<file path="src/rtl/tx_packet_ctrl.sv">
// tx_packet_ctrl
//   Sequences one USB device-to-host packet onto the byte-serial NRZI
//   encoder: SYNC, PID, payload bytes popped from the TX buffer, CRC16
//   (data PIDs only), then an EOP request.
//
// Ports
//   clk, n_rst          clock (rising edge) / asynchronous active-low reset
//   tx_start            one-cycle packet request, sampled only in IDLE
//   tx_pid, tx_length   PID nibble and payload byte count, captured on start
//   buffer_occupancy    bytes held in the TX buffer
//   tx_packet_data      head byte of the TX buffer
//   byte_done, eop_done encoder completion pulses
//   get_tx_packet_data  pop strobe to the TX buffer
//   tx_byte, tx_enable  byte and load strobe to the encoder
//   send_eop            EOP request to the encoder
//   tx_active           busy flag, accepted start until DONE/ERROR
//   tx_done, tx_error   completion / rejection-or-abort pulses
//
// Configuration
//   TX_CTRL_TIMEOUT_EN  when defined, an 8-bit watchdog aborts a packet whose
//                       encoder handshake stalls in WAIT/WAIT_EOP.
module tx_packet_ctrl (
  input  logic       clk,
  input  logic       n_rst,
  input  logic       tx_start,
  input  logic [3:0] tx_pid,
  input  logic [6:0] tx_length,
  input  logic [6:0] buffer_occupancy,
  input  logic [7:0] tx_packet_data,
  input  logic       byte_done,
  input  logic       eop_done,
  output logic       get_tx_packet_data,
  output logic [7:0] tx_byte,
  output logic       tx_enable,
  output logic       send_eop,
  output logic       tx_active,
  output logic       tx_done,
  output logic       tx_error
);

  typedef enum logic [2:0] {
    S_IDLE,
    S_LOAD,
    S_WAIT,
    S_EOP,
    S_WAIT_EOP,
    S_DONE,
    S_ERROR
  } state_t;

  typedef enum logic [2:0] {
    K_SYNC,
    K_PID,
    K_DATA,
    K_CRC_LO,
    K_CRC_HI
  } kind_t;

  state_t      state;
  kind_t       kind;
  logic [3:0]  pid_q;
  logic [6:0]  len_q;
  logic [6:0]  count;
  logic [15:0] crc;
  logic        underrun;
  logic        wd_expired;

  function automatic logic pid_valid(input logic [3:0] p);
    logic v;
    v = 1'b0;
    case (p)
      4'b0011, 4'b1011, 4'b0010, 4'b1010, 4'b1110: v = 1'b1;
      default:                                      v = 1'b0;
    endcase
    return v;
  endfunction

  // DATA0/DATA1 are the only accepted PIDs ending in 2'b11.
  function automatic logic pid_is_data(input logic [3:0] p);
    return (p[1:0] == 2'b11);
  endfunction

  // Reflected CRC16 (0xA001), data bits consumed LSB first.
  function automatic logic [15:0] crc_update(input logic [15:0] c_in,
                                             input logic [7:0]  d);
    logic [15:0] c;
    c = c_in;
    for (int unsigned i = 0; i < 8; i++) begin
      if (c[0] ^ d[i]) c = (c >> 1) ^ 16'hA001;
      else             c = c >> 1;
    end
    return c;
  endfunction

`ifdef TX_CTRL_TIMEOUT_EN
  logic [7:0] wd;

  // Counts only while waiting on the encoder; any other state (including
  // LOAD/EOP, where the strobes are issued) restarts it.
  always_ff @(posedge clk or negedge n_rst) begin
    if (!n_rst) begin
      wd <= '0;
    end else if (state == S_WAIT || state == S_WAIT_EOP) begin
      wd <= wd + 8'd1;
    end else begin
      wd <= '0;
    end
  end

  assign wd_expired = (wd == 8'hFF);
`else
  assign wd_expired = 1'b0;
`endif

  always_ff @(posedge clk or negedge n_rst) begin
    if (!n_rst) begin
      state              <= S_IDLE;
      kind               <= K_SYNC;
      pid_q              <= '0;
      len_q              <= '0;
      count              <= '0;
      crc                <= '1;
      underrun           <= 1'b0;
      tx_byte            <= '0;
      tx_enable          <= 1'b0;
      get_tx_packet_data <= 1'b0;
      send_eop           <= 1'b0;
      tx_active          <= 1'b0;
      tx_done            <= 1'b0;
      tx_error           <= 1'b0;
    end else begin
      tx_enable          <= 1'b0;
      get_tx_packet_data <= 1'b0;
      send_eop           <= 1'b0;
      tx_done            <= 1'b0;
      tx_error           <= 1'b0;

      case (state)
        S_IDLE: begin
          if (tx_start) begin
            if (pid_valid(tx_pid)) begin
              pid_q     <= tx_pid;
              len_q     <= tx_length;
              count     <= '0;
              crc       <= '1;
              underrun  <= 1'b0;
              kind      <= K_SYNC;
              tx_active <= 1'b1;
              state     <= S_LOAD;
            end else begin
              state <= S_ERROR;
            end
          end
        end

        S_LOAD: begin
          state <= S_WAIT;
          case (kind)
            K_SYNC: begin
              tx_byte   <= 8'h80;
              tx_enable <= 1'b1;
            end
            K_PID: begin
              tx_byte   <= {~pid_q, pid_q};
              tx_enable <= 1'b1;
            end
            K_DATA: begin
              if (buffer_occupancy == '0) begin
                // Buffer ran dry: truncate and report as an error at the end.
                underrun <= 1'b1;
                state    <= S_EOP;
              end else begin
                get_tx_packet_data <= 1'b1;
                tx_byte            <= tx_packet_data;
                tx_enable          <= 1'b1;
                crc                <= crc_update(crc, tx_packet_data);
                count              <= count + 7'd1;
              end
            end
            K_CRC_LO: begin
              tx_byte   <= ~crc[7:0];
              tx_enable <= 1'b1;
            end
            K_CRC_HI: begin
              tx_byte   <= ~crc[15:8];
              tx_enable <= 1'b1;
            end
            default: state <= S_ERROR;
          endcase
        end

        S_WAIT: begin
          if (byte_done) begin
            state <= S_LOAD;
            case (kind)
              K_SYNC: kind <= K_PID;
              K_PID: begin
                if (!pid_is_data(pid_q)) state <= S_EOP;
                else if (len_q != '0)    kind  <= K_DATA;
                else                     kind  <= K_CRC_LO;
              end
              K_DATA: begin
                if (count == len_q) kind <= K_CRC_LO;
              end
              K_CRC_LO: kind  <= K_CRC_HI;
              K_CRC_HI: state <= S_EOP;
              default:  state <= S_ERROR;
            endcase
          end else if (wd_expired) begin
            state <= S_ERROR;
          end
        end

        S_EOP: begin
          send_eop <= 1'b1;
          state    <= S_WAIT_EOP;
        end

        S_WAIT_EOP: begin
          if (eop_done) begin
            state <= underrun ? S_ERROR : S_DONE;
          end else if (wd_expired) begin
            state <= S_ERROR;
          end
        end

        S_DONE: begin
          tx_done   <= 1'b1;
          tx_active <= 1'b0;
          state     <= S_IDLE;
        end

        S_ERROR: begin
          tx_error  <= 1'b1;
          tx_active <= 1'b0;
          state     <= S_IDLE;
        end

        default: state <= S_IDLE;
      endcase
    end
  end

endmodule

</file>
<file path="config.mk">
export PLATFORM = sky130hd
export DESIGN_NAME = tx_packet_ctrl
export DESIGN_NICKNAME = d
export VERILOG_FILES = /design/src/rtl/tx_packet_ctrl.sv
export SDC_FILE = /design/constraint.sdc
export NUM_CORES = 1
export LEC_CHECK = 0
export CAP_MARGIN = 15
export CORE_MARGIN = 2
export CORE_UTILIZATION = 32
export CTS_BUF_LIST = sky130_fd_sc_hd__clkbuf_4
export DETAILED_ROUTE_END_ITERATION = 16
export DONT_BUFFER_PORTS = 1
export GPL_TIMING_DRIVEN = 0
export PLACE_DENSITY_LB_ADDON = 0.3
export RECOVER_POWER = 100
export SLEW_MARGIN = 20
export SYNTH_ARGS = -nofsm -noshare
export SYNTH_HDL_FRONTEND = slang
export SYNTH_SLANG_ARGS = --single-unit
</file>
<file path="constraint.sdc">
create_clock -name clk -period 1.77 [get_ports clk]
set_input_delay 0.531 -clock clk [delete_from_list [all_inputs] [get_ports clk]]
set_output_delay 0.531 -clock clk [all_outputs]
set_load 0.01 [all_outputs]
</file>
==> Word-level counts from Yosys, hierarchy flattened <==
Index checks and enable logic that the tools add are counted.
{ "op_classes": {"add_sub_neg": 1, "n_mul": 0, "div": 0, "n_lt_le_gt_ge": 0, "n_eq_ne": 28, "n_shift": 0, "n_mux": 78, "bitwise": 19, "reduce_logical": 19} }
{ "ops": {"columns": ["operator", "count"], "rows": [
  ["$mux W16", 33],
  ["$pmux W8 S5", 1],
  ["$pmux W16 S2", 1],
  ["$mux W7", 4],
  ["$mux W3", 9],
  ["$not A2 Y3", 8],
  ["$mux W1", 18],
  ["$ne A2 B2 Y1 const B", 8],
  ["$not A8 Y8", 2],
  ["$pmux W3 S5", 1],
  ["$pmux W7 S2", 1],
  ["$eq A3 B2 Y1 const B", 4],
  ["$eq A3 B3 Y1 const B", 4],
  ["$eq A4 B4 Y1 const B", 3],
  ["$pmux W3 S2", 2],
  ["$pmux W3 S4", 1],
  ["$reduce_and A3 Y1", 4],
  ["$reduce_and A5 Y1", 2],
  ["$pmux W3 S3", 1],
  ["$eq A4 B2 Y1 const B", 2],
  ["$mux W8", 1],
  ["$xor A1 B1 Y1", 8],
  ["$add A7 B1 Y7 const B", 1],
  ["$eq A7 B7 Y1", 1],
  ["17 further kinds", 25]
]} }
{ "totals": {"regBits": 55, "latchBits": 0, "ramBits": 0, "mem_bits_ro": 0, "out_inout_bits": 14, "wordCells": 159, "mem_count": 0} }

==> Logic depth before layout (Yosys ltp) <==
{ "logic_depth": {"ltp_word": 40, "mapped_depth": 8, "mapped_depth_nobuf": 6} }

==> Worst setup path before layout <==
OpenSTA, ideal clock, no wires.
{ "synth_timing": {"kind": "input to register", "from": "input buffer_occupancy[2]", "to": "register count[2]", "arrival_time_ns": 1.932, "t_required_ns": 1.649, "slack_ns": -0.283, "stages": 7, "path_cell_list": "or4_1 -> o211a_1 -> o21a_1 -> buf_2 -> nand2_1 -> xor2_1 -> nor2_1"} }
{ "synth_between": {"elab_chain_cells": 3} }
{ "synth_rtl": {"columns": ["element", "line", "text"], "rows": [
  ["from (decl)", "28", "input logic [6:0] buffer_occupancy,"],
  ["$logic_not A7 Y1", "168", "if (buffer_occupancy == '0) begin"],
  ["$ne A2 B2 Y1 (no line)", null, null],
  ["$reduce_and A5 Y1 (no line)", null, null],
  ["to (signal assigned)", "177", "count <= count + 7'd1;"],
  ["to (decl)", "63", "logic [6:0] count;"]
]} }
No other way between the ends.
A chain may end at the register's enable or synchronous reset.

==> Worst setup path after layout <==
{ "layout_timing": {"from": "register len_q[1]", "to": "register kind[2]"} }
{ "layout_between": {"elab_chain_cells": 3} }
{ "layout_rtl": {"columns": ["element", "line", "text"], "rows": [
  ["from (decl)", "62", "logic [6:0] len_q;"],
  ["from (signal assigned)", "143", "len_q <= tx_length;"],
  ["$eq A7 B7 Y1", "203", "if (count == len_q) kind <= K_CRC_LO;"],
  ["$ne A3 B3 Y1 (no line)", null, null],
  ["$reduce_and A7 Y1 (no line)", null, null],
  ["to (signal assigned)", "200", "else kind <= K_CRC_LO;"],
  ["to (signal assigned)", "203", null],
  ["to (signal assigned)", "205", "K_CRC_LO: kind <= K_CRC_HI;"],
  ["to (decl)", "60", "kind_t kind;"]
]} }
No other way between the ends.

==> results.toml <==
[power]
p_per_area_nw_per_um2 = 1830
p_leak_nw = 1.50
pwr-share-clk_pct = 9.3
p_sw_mw = 2.61
vdd_drop_max_uv = 517
combPwrFrac_pct = 52.9
power.internal_mw = 3.67
power_frac_seq_pct = 37.8
p_sw_share_pct = 41.5

[flow_run]
maxCapViolations = 0

[critical_path]
r2r_cells = 6
worstReg2RegStart = "len_q[1]$_DFFE_PN0P_"
max_stage_delay_ns = 0.44
worstPathRequired_ns = 2.04
startpoint_type = "flop"
reg2reg_setup_slack_ns = -0.15
r2r-end = "kind[2]$_DFFE_PN0P_"
path_cells = "xnor2_1 -> nand4_1 -> o41ai_2 -> a32oi_1 -> nor3_2 -> mux2_2"
crit_arrival_ns = 2.19
cp_num_cells = 6
critPathMaxFanout = 3
crit_slowest_cell = "dfrtp_1"
endpoint = "kind[2]$_DFFE_PN0P_"
cp_top_family = "flip-flops"
critPathLaunch = "len_q[1]$_DFFE_PN0P_"
critical_path_class = "flop to flop"
end_kind = "flop"
critPathBufInv = 0

[cells_and_area]
fin_area_um2 = 3440
syn_to_final_growth_pct = 20.3
nFillCells = 881
fin_util_pct = 39.6
final_nets = 369
final_cell_mix = "nand2_1, dfrtp_1, nor2_1"
antenna_cells = 0
drive_above_1_share_pct = 27.5
layout_commonest_cell = "nand2_1"

[yosys]
netlist.area_leader.share_pct = 34.1
yosysTopAreaCell = "dfrtp_1"
async_flop_share_pct = 100
synth_edf_count = 0
synth_area_um2 = 2860
yosysUniqueCellTypes = 44
yosys_register_bits = 55
synth-seq-area-share_pct = 48.8
synth_area_leaders = "dfrtp_1, dfstp_2, xnor2_1"
ys.flop_type = "dfrtp_1"
syn_nets = 342
avgSynthCellArea_um2 = 9.23
synthCells = 310
ys_warn_count = 0

[die]
start_util_pct = 33.0
fp.dieH_um = 98.5
die_x_um = 98.5
io_pins = 45
core_um2 = 8680
fp-row-count = 34
dieArea_um2 = 9710

[timing]
finalMaxSlewViolations = 0
finalSetupViolCount = 3
fin_setup_tns_ns = -0.328
timing.hold.ws_ns = 0.224
hold_violations = 0
min_period_ns = 1.92
fmax_mhz = 520
relSlewSlack_pct = 49.8
worst_slack_ns = -0.153
max_slew.worst_pin.slew_ns = 0.754
fin_skew_ns = 0.0261
finalCritPeriodShare_pct = 109
rsz0062_at_grt = "true"

[drt]
drc_errors = 0
ant_nets = 0
firstDrtPassIters = 4
drtIter0Drc = 122
drt-total-wl_um = 7460
vias_per_cell = 5.26
vias = 2347
wl_per_cell_um = 16.7

[placement]
io_buffers = 0
place.gp.congestion = 0.846
place_area_um2 = 3120
place_hpwl_um = 5210

[grt]
antenna_found_initial = 0
first_global_vias = 2430
track_usage_pct = 15.9
grt_pass1_wl_um = 12400
grt_overflow_total = 0
grt_max_degree = 56

[clocking]
clk_latency_ns = 0.39
cts.reportedPaths.clkPinSlew_ns = 0.17
clk_path_buf_depth = 2
ctsRootBufferMaster = "clkbuf_4"
cts_buffers = 5
cts_tree = "done"
cts_sinks = 55
cts_max_level = 2

[worst_hold_path]
hold_path_class = "input port to flop"
min_delay_path_depth = 2

[outcome]
violations = "negative setup slack"
outcome = "finished, violations left"
## Yosys cell counts, types with 3 or more instances
library cell	n
nand2_1	51
dfrtp_1	39
nor2_1	35
a21oi_1	27
xnor2_1	23
dfstp_2	16
o21ai_0	12
inv_1	11
clkbuf_1	8
nand2b_1	8
xor2_1	8
o21a_1	6
a22oi_1	5
and3_1	5
nand3_1	5
o221ai_1	5
buf_2	4
o22a_1	4
a31oi_1	3
nand4_1	3
o22ai_1	3
## how the worst min path moves through the flow
stage	from	end	slack (ns)
detailed placement	n_rst	get_tx_packet_data$_DFF_PN0_	0.24
floorplan	n_rst	count[0]$_DFFE_PN0P_	0.24
CTS	tx_length[1]	len_q[1]$_DFFE_PN0P_	0.21
finish	tx_length[5]	len_q[5]$_DFFE_PN0P_	0.22
global route	tx_length[2]	len_q[2]$_DFFE_PN0P_	0.21
global placement	n_rst	get_tx_packet_data$_DFF_PN0_	0.24
## power groups by stage
stage / Sequential, mW / Combinational, mW / Clock [mW]
after floorplan: 2.26 / 2.23 / 0
after global placement: 2.38 / 2.66 / 0
after detailed placement: 2.38 / 2.72 / 0
after CTS: 2.36 / 3.03 / 0.610
after global routing: 2.44 / 3.68 / 0.658
final: 2.37 / 3.33 / 0.585
## metrics by stage
stage / power [mW] / setup slack (ns) / instances
2_1_floorplan: 4.49 / -0.199 / 310
3_3_place_gp: 5.04 / -0.312 / 418
3_5_place_dp: 5.11 / -0.307 / 418
4_1_cts: 6.00 / -0.0714 / 435
5_1_grt: 6.78 / -0.272 / 446
6_report: 6.28 / -0.153 / 446
## layout make-up
type	count	area, µm²	share of cell area (%)
Multi-Input combinational cell	231	1560	45.4
Sequential cell	55	1400	40.6
Timing Repair Buffer	20	153	4.44
Tap cell	108	135	3.93
Buffer	13	90.1	2.62
Clock buffer	6	45.0	1.31
Inverter	11	43.8	1.27
Clock inverter	2	12.5	0.364
## logic make-up after synthesis
| kind of cell | after synthesis | synth area share (%) |
|---|---|---|
| AOI/OAI and AO/OA | 73 | 16.5 |
| muxes | 3 | 1.14 |
| xor gates and xnor gates | 33 | 10.8 |
| buffers and inverters | 24 | 3.32 |
| and+or+nand+nor | 121 | 18.9 |
| DFF | 55 | 48.8 |
| adders and majority gates | 1 | 0.437 |
## sequential cells by signal (all words and copies together) (netlist names), 3 cells and up
name	cells
kind	3
state	3
len_q	7
tx_byte	8
pid_q	4
count	7
crc	16
## metal layers
metal  vias up  wire length (µm)  track usage, %
met5         -                 0               0
met3         9               589            4.26
met2        80              3400            24.0
li1       1118                 -               -
met4         0                98            4.64
met1      1140              3370            22.5
## what timing repair did
| item | CTS | global route |
|---|---|---|
| endpoints found under the setup margin | 36 | 35 |
| pin swaps | 3 | 9 |
| hold buffers | 2 | 0 |
| resized for setup | 14 | 24 |
| buffers inserted | 7 | 11 |
| endpoints found under the hold margin | 55 | 0 |
Note: power is estimated with default switching activity, not from simulation.
